--- config.mk ---
export PLATFORM = sky130hd
export DESIGN_NAME = submatrix_writer
export DESIGN_NICKNAME = d
export VERILOG_FILES = /design/src/rtl/submatrix_pkg.sv /design/src/rtl/submatrix_writer_addr.sv /design/src/rtl/submatrix_writer.sv
export SDC_FILE = /design/constraint.sdc
export NUM_CORES = 1
export LEC_CHECK = 0
export ABC_AREA = 0
export ABC_CLOCK_PERIOD_IN_PS = 3300
export BUFFER_PORTS_ARGS = -buffer_cell sky130_fd_sc_hd__buf_2
export CORE_MARGIN = 2
export CORE_UTILIZATION = 34
export CTS_CLUSTER_DIAMETER = 80
export CTS_CLUSTER_SIZE = 30
export DETAILED_ROUTE_END_ITERATION = 6
export PLACE_DENSITY = 0.59
export RECOVER_POWER = 50
export SYNTH_ARGS = -nofsm -noshare
export SYNTH_HDL_FRONTEND = slang
export SYNTH_SLANG_ARGS = --single-unit
--- constraint.sdc ---
create_clock -name clk -period 3.3 [get_ports clk]
set_clock_uncertainty 0.05 [all_clocks]
set_input_delay 0.165 -clock clk [delete_from_list [all_inputs] [get_ports clk]]
set_output_delay 0.165 -clock clk [all_outputs]
set_load 0.01 [all_outputs]
--- src/rtl/submatrix_pkg.sv ---
// Shared definitions for the submatrix writer/grouper pair: word width,
// default image end address and FSM state encoding.
package submatrix_pkg;

  localparam int SUBM_WORD_W = 16;
  localparam logic [15:0] SUBM_LAST_ADDR = 16'hFFFF;

  localparam logic [1:0] ST_IDLE  = 2'd0;
  localparam logic [1:0] ST_SHIFT = 2'd1;
  localparam logic [1:0] ST_FULL  = 2'd2;

endpackage

--- src/rtl/submatrix_writer_addr.sv ---
// Bit-address generator for the result-image RAM; advances only on writes,
// with a synchronous clear used when the image wraps.
module write_addr_counter #(
  parameter int ADDR_W = 16
) (
  input  logic              clk,
  input  logic              resetn,
  input  logic              en_i,
  input  logic              clr_i,
  output logic [ADDR_W-1:0] addr_o
);

  logic [ADDR_W-1:0] addr_q, addr_d;

  always_comb begin
    addr_d = addr_q;
    if (en_i) addr_d = clr_i ? '0 : addr_q + ADDR_W'(1);
  end

  always_ff @(posedge clk or negedge resetn) begin
    if (!resetn) addr_q <= '0;
    else         addr_q <= addr_d;
  end

  assign addr_o = addr_q;

endmodule

--- src/rtl/submatrix_writer.sv ---
// Serializes grouped 16-bit submatrix words MSB-first into single-bit RAM writes.
// Define SUBMATRIX_WRITER_WRAP_EN to wrap at LAST_ADDR instead of stopping (FULL).
module submatrix_writer
  import submatrix_pkg::*;
#(
  parameter int                ADDR_W    = 16,
  parameter int                WORD_W    = SUBM_WORD_W,
  parameter logic [ADDR_W-1:0] LAST_ADDR = ADDR_W'(SUBM_LAST_ADDR)
) (
  input  logic              clk,
  input  logic              resetn,
  input  logic              enable,
  input  logic [WORD_W-1:0] dataIn,
  input  logic              loaded,
  output logic              readyToBeLoaded,
  output logic [ADDR_W-1:0] memAddress,
  output logic              wrData,
  output logic              wren,
  output logic              done
);

  localparam int CNT_W = $clog2(WORD_W);

  logic [1:0]        state_q, state_d;
  logic [WORD_W-1:0] shreg_q, shreg_d;
  logic [CNT_W-1:0]  bitcnt_q, bitcnt_d;
  logic              done_q, done_d;
  logic [ADDR_W-1:0] addr;
  logic              writing, last_bit, at_last, wrap_clr, stop, accept;

  assign writing  = enable && (state_q == ST_SHIFT);
  assign last_bit = (bitcnt_q == CNT_W'(WORD_W - 1));
  assign at_last  = writing && (addr == LAST_ADDR);

`ifdef SUBMATRIX_WRITER_WRAP_EN
  assign wrap_clr = at_last;
  assign stop     = 1'b0;
`else
  assign wrap_clr = 1'b0;
  // The final image write takes precedence over a back-to-back reload.
  assign stop     = at_last;
`endif

  assign readyToBeLoaded = enable && resetn && !stop &&
                           ((state_q == ST_IDLE) || ((state_q == ST_SHIFT) && last_bit));
  assign accept = loaded && readyToBeLoaded;

  always_comb begin
    state_d  = state_q;
    shreg_d  = shreg_q;
    bitcnt_d = bitcnt_q;
    done_d   = done_q;
    if (enable) begin
`ifdef SUBMATRIX_WRITER_WRAP_EN
      done_d = wrap_clr;
`endif
      if (accept) begin
        state_d  = ST_SHIFT;
        shreg_d  = dataIn;
        bitcnt_d = '0;
      end else if (stop) begin
        state_d = ST_FULL;
        done_d  = 1'b1;
      end else if (writing) begin
        shreg_d  = shreg_q << 1;
        bitcnt_d = bitcnt_q + CNT_W'(1);
        if (last_bit) state_d = ST_IDLE;
      end
    end
  end

  always_ff @(posedge clk or negedge resetn) begin
    if (!resetn) begin
      state_q  <= ST_IDLE;
      shreg_q  <= '0;
      bitcnt_q <= '0;
      done_q   <= 1'b0;
    end else begin
      state_q  <= state_d;
      shreg_q  <= shreg_d;
      bitcnt_q <= bitcnt_d;
      done_q   <= done_d;
    end
  end

  write_addr_counter #(.ADDR_W(ADDR_W)) u_addr (
    .clk    (clk),
    .resetn (resetn),
    .en_i   (writing),
    .clr_i  (wrap_clr),
    .addr_o (addr)
  );

  assign memAddress = addr;
  assign wren       = writing;
  assign wrData     = writing && shreg_q[WORD_W-1];
  assign done       = done_q;

endmodule

==> reports/qor.csv, run 1 <==
metric;value;unit
netlist_top_cells_count;sky130_fd_sc_hd__dfrtp_1, sky130_fd_sc_hd__nand2b_1, sky130_fd_sc_hd__mux2i_1, sky130_fd_sc_hd__a2bb2oi_1, sky130_fd_sc_hd__nand2_1;
synth_area_leader_cell;sky130_fd_sc_hd__dfrtp_1;
die_h;80.01;um
cell_with_the_most_instances_after_synthesis;sky130_fd_sc_hd__dfrtp_1;
max-cap-violations;0;
min-delay-start;dataIn[0];
synth_area_in_compound_gates;12.48;%
finalCritPeriodShare;75.71;%
ir_drop;0.3336;mV
synth_area;1964;um2
p_leak;1.112;nW
residual_antenna_violating_net_count_after_detailed_routing;0;
tritoncts_clock_tree;built;
timing.fmax;400.2;MHz
mux_cell_area_share_after_synthesis;8.153;%
setup.worst_path.start_class;input pin;
max_slew_vio_count;0;
worstReg2RegStart;state_q[1]$_DFFE_PN0P_;
fin_tns_setup;0;ns
final_replace_weighted_congestion;0.7535;
layout-area-overhead-vs-synth;18.92;%
ctsLongestPathBuffers;2;
clkLatencyLatePin;0.29;ns
combinational_family_with_the_most_area_after_synthesis;simple AND/OR/NAND/NOR gates;
chipWidth;80.01;um
worstMarginPinSlew;0.7876;ns
share_of_the_synthesized_netlist_area_taken_by_xor_and_xnor_gates;6.688;%
route.final.wire_length;3887;um
hold_violations;0;
initialDrtViolationCount;66;
cp_data_required_time;3.08;ns
synth-seq-area-share;49.68;%
post_synth_fa_ha_maj_area_fraction;1.274;%
insertedDiodeCount;0;
route.vias.total;1422;
average_size_of_a_mapped_cell;11.35;um2
layout-drive-gt1-share;18.98;%
wl_per_cell;13.50;um
synth_ff_type;sky130_fd_sc_hd__dfrtp_1;
yosys.area_share.simple;18.60;%
ys_top_cells_by_area;sky130_fd_sc_hd__dfrtp_1, sky130_fd_sc_hd__mux2i_1, sky130_fd_sc_hd__a2bb2oi_1;
tritoncts_sink_count;39;
number_of_enable_type_register_cells_in_the_synthesized_netlist;0;
synth_cell_types;37;
worst_hold_path_type;input pin to register;
critPathMaxFanout;28;
portBuffers;39;
grt_remaining_overflow;0;
synth_nets;195;
final_net_count;237;
initial_util;35.46;%
tritoncts.num_buffers;5;
detailedRoute.firstPassIterationCount;4;
cts.repair_timing.setup_buffer_count;0;
crit_path_start;resetn;
row_count;27;
worst_hold_path.num_cells;2;
async_s_r_ff_share_synth;100.0;%
largest_net_degree_at_the_start_of_global_routing;29;
ctsRootBufferMaster;sky130_fd_sc_hd__clkbuf_8;
slew_headroom;47.19;%
cp-end-kind;primary output;
cts.clk_slew.worst_paths;0.07;ns
track_usage;13.26;%
worst_hold_slack;0.08186;ns
detailedPlacementHpwl;2795;um
grt_first_pass_wirelength;6644;um
cp_data_arrival_time;2.28;ns
power-per-cell-area;681.0;nW/um2
setup_viol;0;
core_area;5540;um2
cts-resized-gates;0;
synth.top_cell.area_share;49.68;%
outcome;finished clean;
floorplan.die_area;6402;um2
cts_htree_levels;2;
antenna_found_initial;0;
critPathKind;input pin to primary output;
rsz0062_at_grt;false;
drcViolationCount;0;
drt-vias-per-instance;4.938;
first_global_vias;1445;
design.portCount;40;
yosysWarnings;0;
worstRegToRegCells;4;
period_minus_slack;2.499;ns
syn_inst;173;
hold_buffers;1;
ys_seq_elements;39;
worst paths after layout:
kind                                                 to  slack [ns]
max reg2reg                      shreg_q[6]$_DFFE_PN0P_        1.19
min                              shreg_q[0]$_DFFE_PN0P_        0.08
max in group asynchronous  u_addr.addr_o[4]$_DFFE_PN0P_        1.95
min reg2reg                            done$_DFFE_PN0P_        0.42
min in group asynchronous        state_q[1]$_DFFE_PN0P_        0.41
max                                     readyToBeLoaded        0.80
power by group:
part	switching, mW	internal, mW	leakage, nW
Clock	0.171	0.245	0.0612
Combinational	0.202	0.241	0.586
Sequential	0.113	0.619	0.465
metal layers:
metal / up-vias / track usage (%) / share of wire [%]
li1: 708 / - / -
met1: 676 / 16.83 / 47
met3: 6 / 4.072 / 6.2
met5: - / 0 / 0
met2: 32 / 21.08 / 45
met4: 0 / 5.085 / 1.4
area by class of cell:
| type | instances | area (um2) |
|---|---|---|
| tap | 72 | 90.09 |
| sequential | 39 | 975.9 |
| inverter | 5 | 18.77 |
| clock buffer | 6 | 82.58 |
| clock inverter | 2 | 35.03 |
| timing repair buffer | 43 | 206.4 |
| fill | 562 | 3204 |
| multi-input combinational | 121 | 927.1 |
registers in the layout, indices dropped and copies added (netlist names):
register and count:
state_q 2, bitcnt_q 4, u_addr.addr_o 16, shreg_q 16
done 1
worst max-delay path, cell delays in order:
cell and delay [ns]:
sky130_fd_sc_hd__dlygate4sd3_1 0.52, sky130_fd_sc_hd__clkbuf_1 0.59, sky130_fd_sc_hd__buf_4 0.46, sky130_fd_sc_hd__inv_1 0.08, sky130_fd_sc_hd__nor4bb_1 0.28, sky130_fd_sc_hd__buf_2 0.18
cells in the final DEF (no fill, tap or decap), types with 2 or more instances in the layout:
master                      netlist  routed
sky130_fd_sc_hd__nand2_1         13      13
sky130_fd_sc_hd__dfrtp_1         39      39
sky130_fd_sc_hd__nor2_1           5       5
sky130_fd_sc_hd__clkbuf_8         0       6
sky130_fd_sc_hd__xnor2_1         12      12
sky130_fd_sc_hd__nand3_1          6       6
sky130_fd_sc_hd__mux2i_1         16      16
sky130_fd_sc_hd__nand4_1          5       5
sky130_fd_sc_hd__inv_1            5       5
sky130_fd_sc_hd__nand2b_1        18      18
sky130_fd_sc_hd__a2bb2oi_1       14      14
sky130_fd_sc_hd__buf_4            0       3
sky130_fd_sc_hd__a2111oi_0        2       2
sky130_fd_sc_hd__ha_1             2       2
sky130_fd_sc_hd__buf_2            4      22
sky130_fd_sc_hd__a32o_1           2       2
sky130_fd_sc_hd__and4_1           2       2
sky130_fd_sc_hd__a21o_1           2       2
sky130_fd_sc_hd__xor2_1           3       3
sky130_fd_sc_hd__clkbuf_1         3      17
sky130_fd_sc_hd__a21oi_1          2       2
stage by stage:
step	setup WS [ns]	cells	utilization (%)	instance area (um2)	total power, mW
3_5_place_dp	1.159	279	40.24	2230	1.202
3_3_place_gp	1.240	279	40.24	2230	1.195
5_1_grt	0.4718	288	42.16	2336	1.708
4_1_cts	0.8474	288	42.55	2357	1.624
2_1_floorplan	1.437	173	-	1964	1.069
6_report	0.8014	288	42.16	2336	1.591
cell families after synthesis:
family	count (synthesis)
adders and majority gates	2
buffers and inverters	13
muxes	16
and+or+nand+nor	59
DFF	39
xor gates and xnor gates	15
AOI/OAI and AO/OA	29
Note: power is estimated with default switching activity, not from simulation.
==> inputs of run 2 (changes only) <==
--- a/config.mk
+++ b/config.mk
@@ -6,14 +6,14 @@
 export NUM_CORES = 1
 export LEC_CHECK = 0
 export ABC_AREA = 0
-export ABC_CLOCK_PERIOD_IN_PS = 3300
+export ABC_CLOCK_PERIOD_IN_PS = 2230
 export BUFFER_PORTS_ARGS = -buffer_cell sky130_fd_sc_hd__buf_2
 export CORE_MARGIN = 2
 export CORE_UTILIZATION = 34
 export CTS_CLUSTER_DIAMETER = 80
 export CTS_CLUSTER_SIZE = 30
 export DETAILED_ROUTE_END_ITERATION = 6
-export PLACE_DENSITY = 0.59
+export PLACE_DENSITY = 0.61
 export RECOVER_POWER = 50
 export SYNTH_ARGS = -nofsm -noshare
 export SYNTH_HDL_FRONTEND = slang
==> constraint.sdc (replaced) <==
create_clock -name clk -period 2.23 [get_ports clk]
set_clock_uncertainty 0.05 [all_clocks]
set_input_delay 0.1115 -clock clk [delete_from_list [all_inputs] [get_ports clk]]
set_output_delay 0.1115 -clock clk [all_outputs]
set_load 0.01 [all_outputs]
==> reports/qor.csv, run 2 (synthesis gave the netlist of run 1 again) <==
metric;value;unit
most-common-layout-cells;sky130_fd_sc_hd__dfrtp_1, sky130_fd_sc_hd__buf_2, sky130_fd_sc_hd__nand2b_1, sky130_fd_sc_hd__mux2i_1, sky130_fd_sc_hd__a2bb2oi_1;
multiInputGateArea;934.6;um2
grt_first_pass_wirelength;6982;um
drcViolationCount;0;
dp_cells;285;
initial_util;35.46;%
fin_tns_setup;0;ns
track_usage;13.71;%
critPathMaxFanout;11;
layout-drive-gt1-share;24.55;%
cts_htree_levels;2;
finalWorstSetupSlack;0.1567;ns
ctsRootBufferMaster;sky130_fd_sc_hd__clkbuf_8;
most_common_library_cell_in_the_layout_ignoring_fill_and_taps;sky130_fd_sc_hd__dfrtp_1;
die_h;80.01;um
tritoncts_clock_tree;built;
dp_worst_setup_slack;0.2698;ns
max_slew_vio_count;0;
core_area;5540;um2
hold_violations;0;
worstMarginPinSlew;0.8213;ns
floorplan.die_area;6402;um2
portBuffers;39;
timing.fmax;482.3;MHz
detailedRoute.firstPassIterationCount;4;
cts.clk_slew.worst_paths;0.07;ns
route.vias.total;1436;
finalCoreUtilization;43.04;%
final_replace_weighted_congestion;0.7631;
placement.cell_area;2275;um2
row_count;27;
wl_per_cell;13.50;um
chipWidth;80.01;um
cp-end-kind;primary output;
setup.worst_path.start_class;register;
stdcell_count;296;
residual_antenna_violating_net_count_after_detailed_routing;0;
layout-area-overhead-vs-synth;21.40;%
max-cap-violations;0;
period_minus_slack;2.073;ns
ctsLongestPathBuffers;2;
first_global_vias;1506;
tritoncts_sink_count;39;
rsz0062_at_grt;false;
insertedDiodeCount;0;
cp_data_required_time;2.07;ns
worst_hold_path_type;input pin to register;
initialDrtViolationCount;52;
largest_net_degree_at_the_start_of_global_routing;33;
grt_remaining_overflow;0;
finalInstanceArea;2385;um2
finalCritPeriodShare;92.97;%
n_fill_cell;568;
outcome;finished clean;
p_leak;1.173;nW
route.final.wire_length;3997;um
final_net_count;246;
report.power.total;2.252;mW
layout.area.seq;975.9;um2
clkLatencyLatePin;0.28;ns
design.portCount;40;
detailedPlacementHpwl;2905;um
cp_data_arrival_time;1.91;ns
worst_hold_slack;0.04896;ns
drt-vias-per-instance;4.851;
power-per-cell-area;944.1;nW/um2
critPathKind;register to primary output;
ir_drop;0.4363;mV
setup_viol;0;
tritoncts.num_buffers;5;
slew_headroom;45.24;%
antenna_found_initial;0;
run 2: final timing paths:
kind | start | end | slack (ns) | depth (start not counted)
max reg2reg | u_addr.addr_o[9]$_DFFE_PN0P_ | bitcnt_q[1]$_DFFE_PN0P_ | 0.23 | 4
min | dataIn[0] | shreg_q[0]$_DFFE_PN0P_ | 0.05 | 2
min in group asynchronous | resetn | done$_DFFE_PN0P_ | 0.17 | 2
min reg2reg | done$_DFFE_PN0P_ | done$_DFFE_PN0P_ | 0.43 | 1
max | state_q[1]$_DFFE_PN0P_ | wrData | 0.16 | 6
max in group asynchronous | resetn | u_addr.addr_o[8]$_DFFE_PN0P_ | 0.91 | 3
run 2: report_power, final:
group          switching (mW)  total (mW)  internal, mW
clock network           0.235       0.478         0.243
logic                   0.313       0.688         0.375
registers               0.169        1.09         0.917
total                   0.717        2.25          1.53
run 2: metal layers:
layer	vias to the layer above	track usage [%]	part of all wire, %
met1	684	18.79	50
li1	721	-	-
met2	29	21.92	46
met5	-	0	0
met4	0	3.051	0.28
met3	2	3.281	3.9
run 2: layout make-up:
| type | count | area share [%] |
|---|---|---|
| Clock inverter | 1 | 0.2099 |
| Inverter | 5 | 0.7870 |
| Timing Repair Buffer | 52 | 11.65 |
| Tap cell | 72 | 3.778 |
| Sequential cell | 39 | 40.92 |
| Multi-Input combinational cell | 121 | 39.19 |
| Clock buffer | 6 | 3.463 |
run 2: repair_timing:
item                       in CTS  in global routing
hold buffers                    1                  0
pin swaps                       0                  2
setup endpoints to repair       1                  1
setup buffers                   0                  3
resized for setup               1                  1
hold endpoints to repair        7                  0
run 2: worst max-delay path, cell delays in order, from the launching register on:
cell and delay [ns]:
sky130_fd_sc_hd__dfrtp_1 0.40, sky130_fd_sc_hd__nand3b_2 0.26, sky130_fd_sc_hd__buf_4 0.21, sky130_fd_sc_hd__inv_1 0.31
sky130_fd_sc_hd__buf_4 0.21, sky130_fd_sc_hd__and2_1 0.13, sky130_fd_sc_hd__buf_2 0.12
==> inputs of run 3 (changes only) <==
--- a/config.mk
+++ b/config.mk
@@ -13,6 +13,7 @@
 export CTS_CLUSTER_DIAMETER = 80
 export CTS_CLUSTER_SIZE = 30
 export DETAILED_ROUTE_END_ITERATION = 6
+export HOLD_SLACK_MARGIN = 0.08
 export PLACE_DENSITY = 0.61
 export RECOVER_POWER = 50
 export SYNTH_ARGS = -nofsm -noshare
==> reports/qor.csv, run 3 (synthesis gave the netlist of run 1 again) <==
metric;value;unit
initial_util;35.46;%
cts.clk_slew.worst_paths;0.08;ns
route.vias.total;1446;
grt_first_pass_wirelength;6989;um
rsz0062_at_grt;false;
tritoncts.num_buffers;5;
drcViolationCount;0;
insertedDiodeCount;0;
worst_hold_path_type;input pin to register;
drt-vias-per-instance;4.852;
slew_headroom;45.58;%
p_leak;1.181;nW
first_global_vias;1509;
most_common_library_cell_in_the_layout_ignoring_fill_and_taps;sky130_fd_sc_hd__dfrtp_1;
chipWidth;80.01;um
row_count;27;
final_net_count;248;
layout-area-overhead-vs-synth;22.42;%
finalInstanceArea;2405;um2
residual_antenna_violating_net_count_after_detailed_routing;0;
finalWorstSetupSlack;0.1648;ns
max-cap-violations;0;
cp-end-kind;primary output;
setup.worst_path.start_class;register;
largest_net_degree_at_the_start_of_global_routing;33;
track_usage;13.71;%
detailedRoute.firstPassIterationCount;4;
grt_remaining_overflow;0;
hold_violations;0;
setup_viol;0;
detailedPlacementHpwl;2905;um
timing.fmax;484.2;MHz
floorplan.die_area;6402;um2
cts_htree_levels;2;
layout-drive-gt1-share;24.34;%
critPathMaxFanout;11;
tritoncts_sink_count;39;
cp_data_required_time;2.07;ns
period_minus_slack;2.065;ns
ctsRootBufferMaster;sky130_fd_sc_hd__clkbuf_8;
final_replace_weighted_congestion;0.7631;
report.power.total;2.252;mW
tritoncts_clock_tree;built;
most-common-layout-cells;sky130_fd_sc_hd__dfrtp_1, sky130_fd_sc_hd__buf_2, sky130_fd_sc_hd__nand2b_1, sky130_fd_sc_hd__mux2i_1, sky130_fd_sc_hd__a2bb2oi_1;
cp_data_arrival_time;1.90;ns
max_slew_vio_count;0;
outcome;finished clean;
placement.cell_area;2275;um2
clkLatencyLatePin;0.28;ns
dp_worst_setup_slack;0.2698;ns
core_area;5540;um2
wl_per_cell;13.40;um
n_fill_cell;569;
critPathKind;register to primary output;
fin_tns_setup;0;ns
ir_drop;0.4360;mV
antenna_found_initial;0;
route.final.wire_length;3993;um
finalCritPeriodShare;92.61;%
power-per-cell-area;936.4;nW/um2
finalCoreUtilization;43.41;%
worstMarginPinSlew;0.8162;ns
portBuffers;39;
die_h;80.01;um
ctsLongestPathBuffers;2;
design.portCount;40;
initialDrtViolationCount;62;
==> run 3: through the flow <==
stage	cells	hold WS, ns
4_1_cts	295	0.08471
6_report	298	0.09582
3_3_place_gp	285	-0.06227
3_5_place_dp	285	-0.05839
2_1_floorplan	173	-0.2341
5_1_grt	298	0.1058
==> run 3: path summary, 6_finish.rpt <==
check                                             startpoint                            to  slack [ns]  cells past startpoint
worst max-delay path                  state_q[1]$_DFFE_PN0P_                        wrData        0.16                      6
worst min-delay path                              dataIn[11]       shreg_q[11]$_DFFE_PN0P_         0.1                      3
worst max register to register  u_addr.addr_o[9]$_DFFE_PN0P_       bitcnt_q[1]$_DFFE_PN0P_        0.23                      4
worst min register to register              done$_DFFE_PN0P_              done$_DFFE_PN0P_        0.43                      1
max in group asynchronous                             resetn  u_addr.addr_o[8]$_DFFE_PN0P_        0.91                      3
min in group asynchronous                             resetn              done$_DFFE_PN0P_        0.17                      2
==> run 3: per-layer routing <==
metal | share of wire (%) | global-route usage [%] | wire (um)
met1 | 50 | 18.87 | 1996
met4 | 0.28 | 3.051 | 11
met3 | 3.6 | 3.054 | 145
met2 | 46 | 22.00 | 1839
met5 | 0 | 0 | 0
==> run 3: power by group <==
group / internal, mW / leakage, nW / switching [mW]
clock: 0.243 / 0.0470 / 0.234
sequential: 0.917 / 0.465 / 0.169
combinational: 0.377 / 0.670 / 0.312
==> run 3: what timing repair did <==
item,in CTS,in global routing
hold buffers,3,0
endpoints found under the setup margin,1,1
resized for setup,1,1
endpoints found under the hold margin,41,0
pin swaps,0,2
buffers inserted,0,3
==> run 3: final cells by class <==
class                      instances  area [um2]  area share [%]
sequential                        39       975.9           40.58
tap                               72       90.09           3.746
timing repair buffer              54       297.8           12.38
clock inverter                     1       5.005          0.2081
multi-input combinational        121       934.6           38.87
inverter                           5       18.77          0.7804
clock buffer                       6       82.58           3.434
==> run 3: critical path: stages (launching register included) <==
cell and delay, ns:
sky130_fd_sc_hd__dfrtp_1 0.40, sky130_fd_sc_hd__nand3b_2 0.26, sky130_fd_sc_hd__buf_4 0.20, sky130_fd_sc_hd__inv_1 0.30, sky130_fd_sc_hd__buf_4 0.21, sky130_fd_sc_hd__and2_1 0.13, sky130_fd_sc_hd__buf_2 0.12
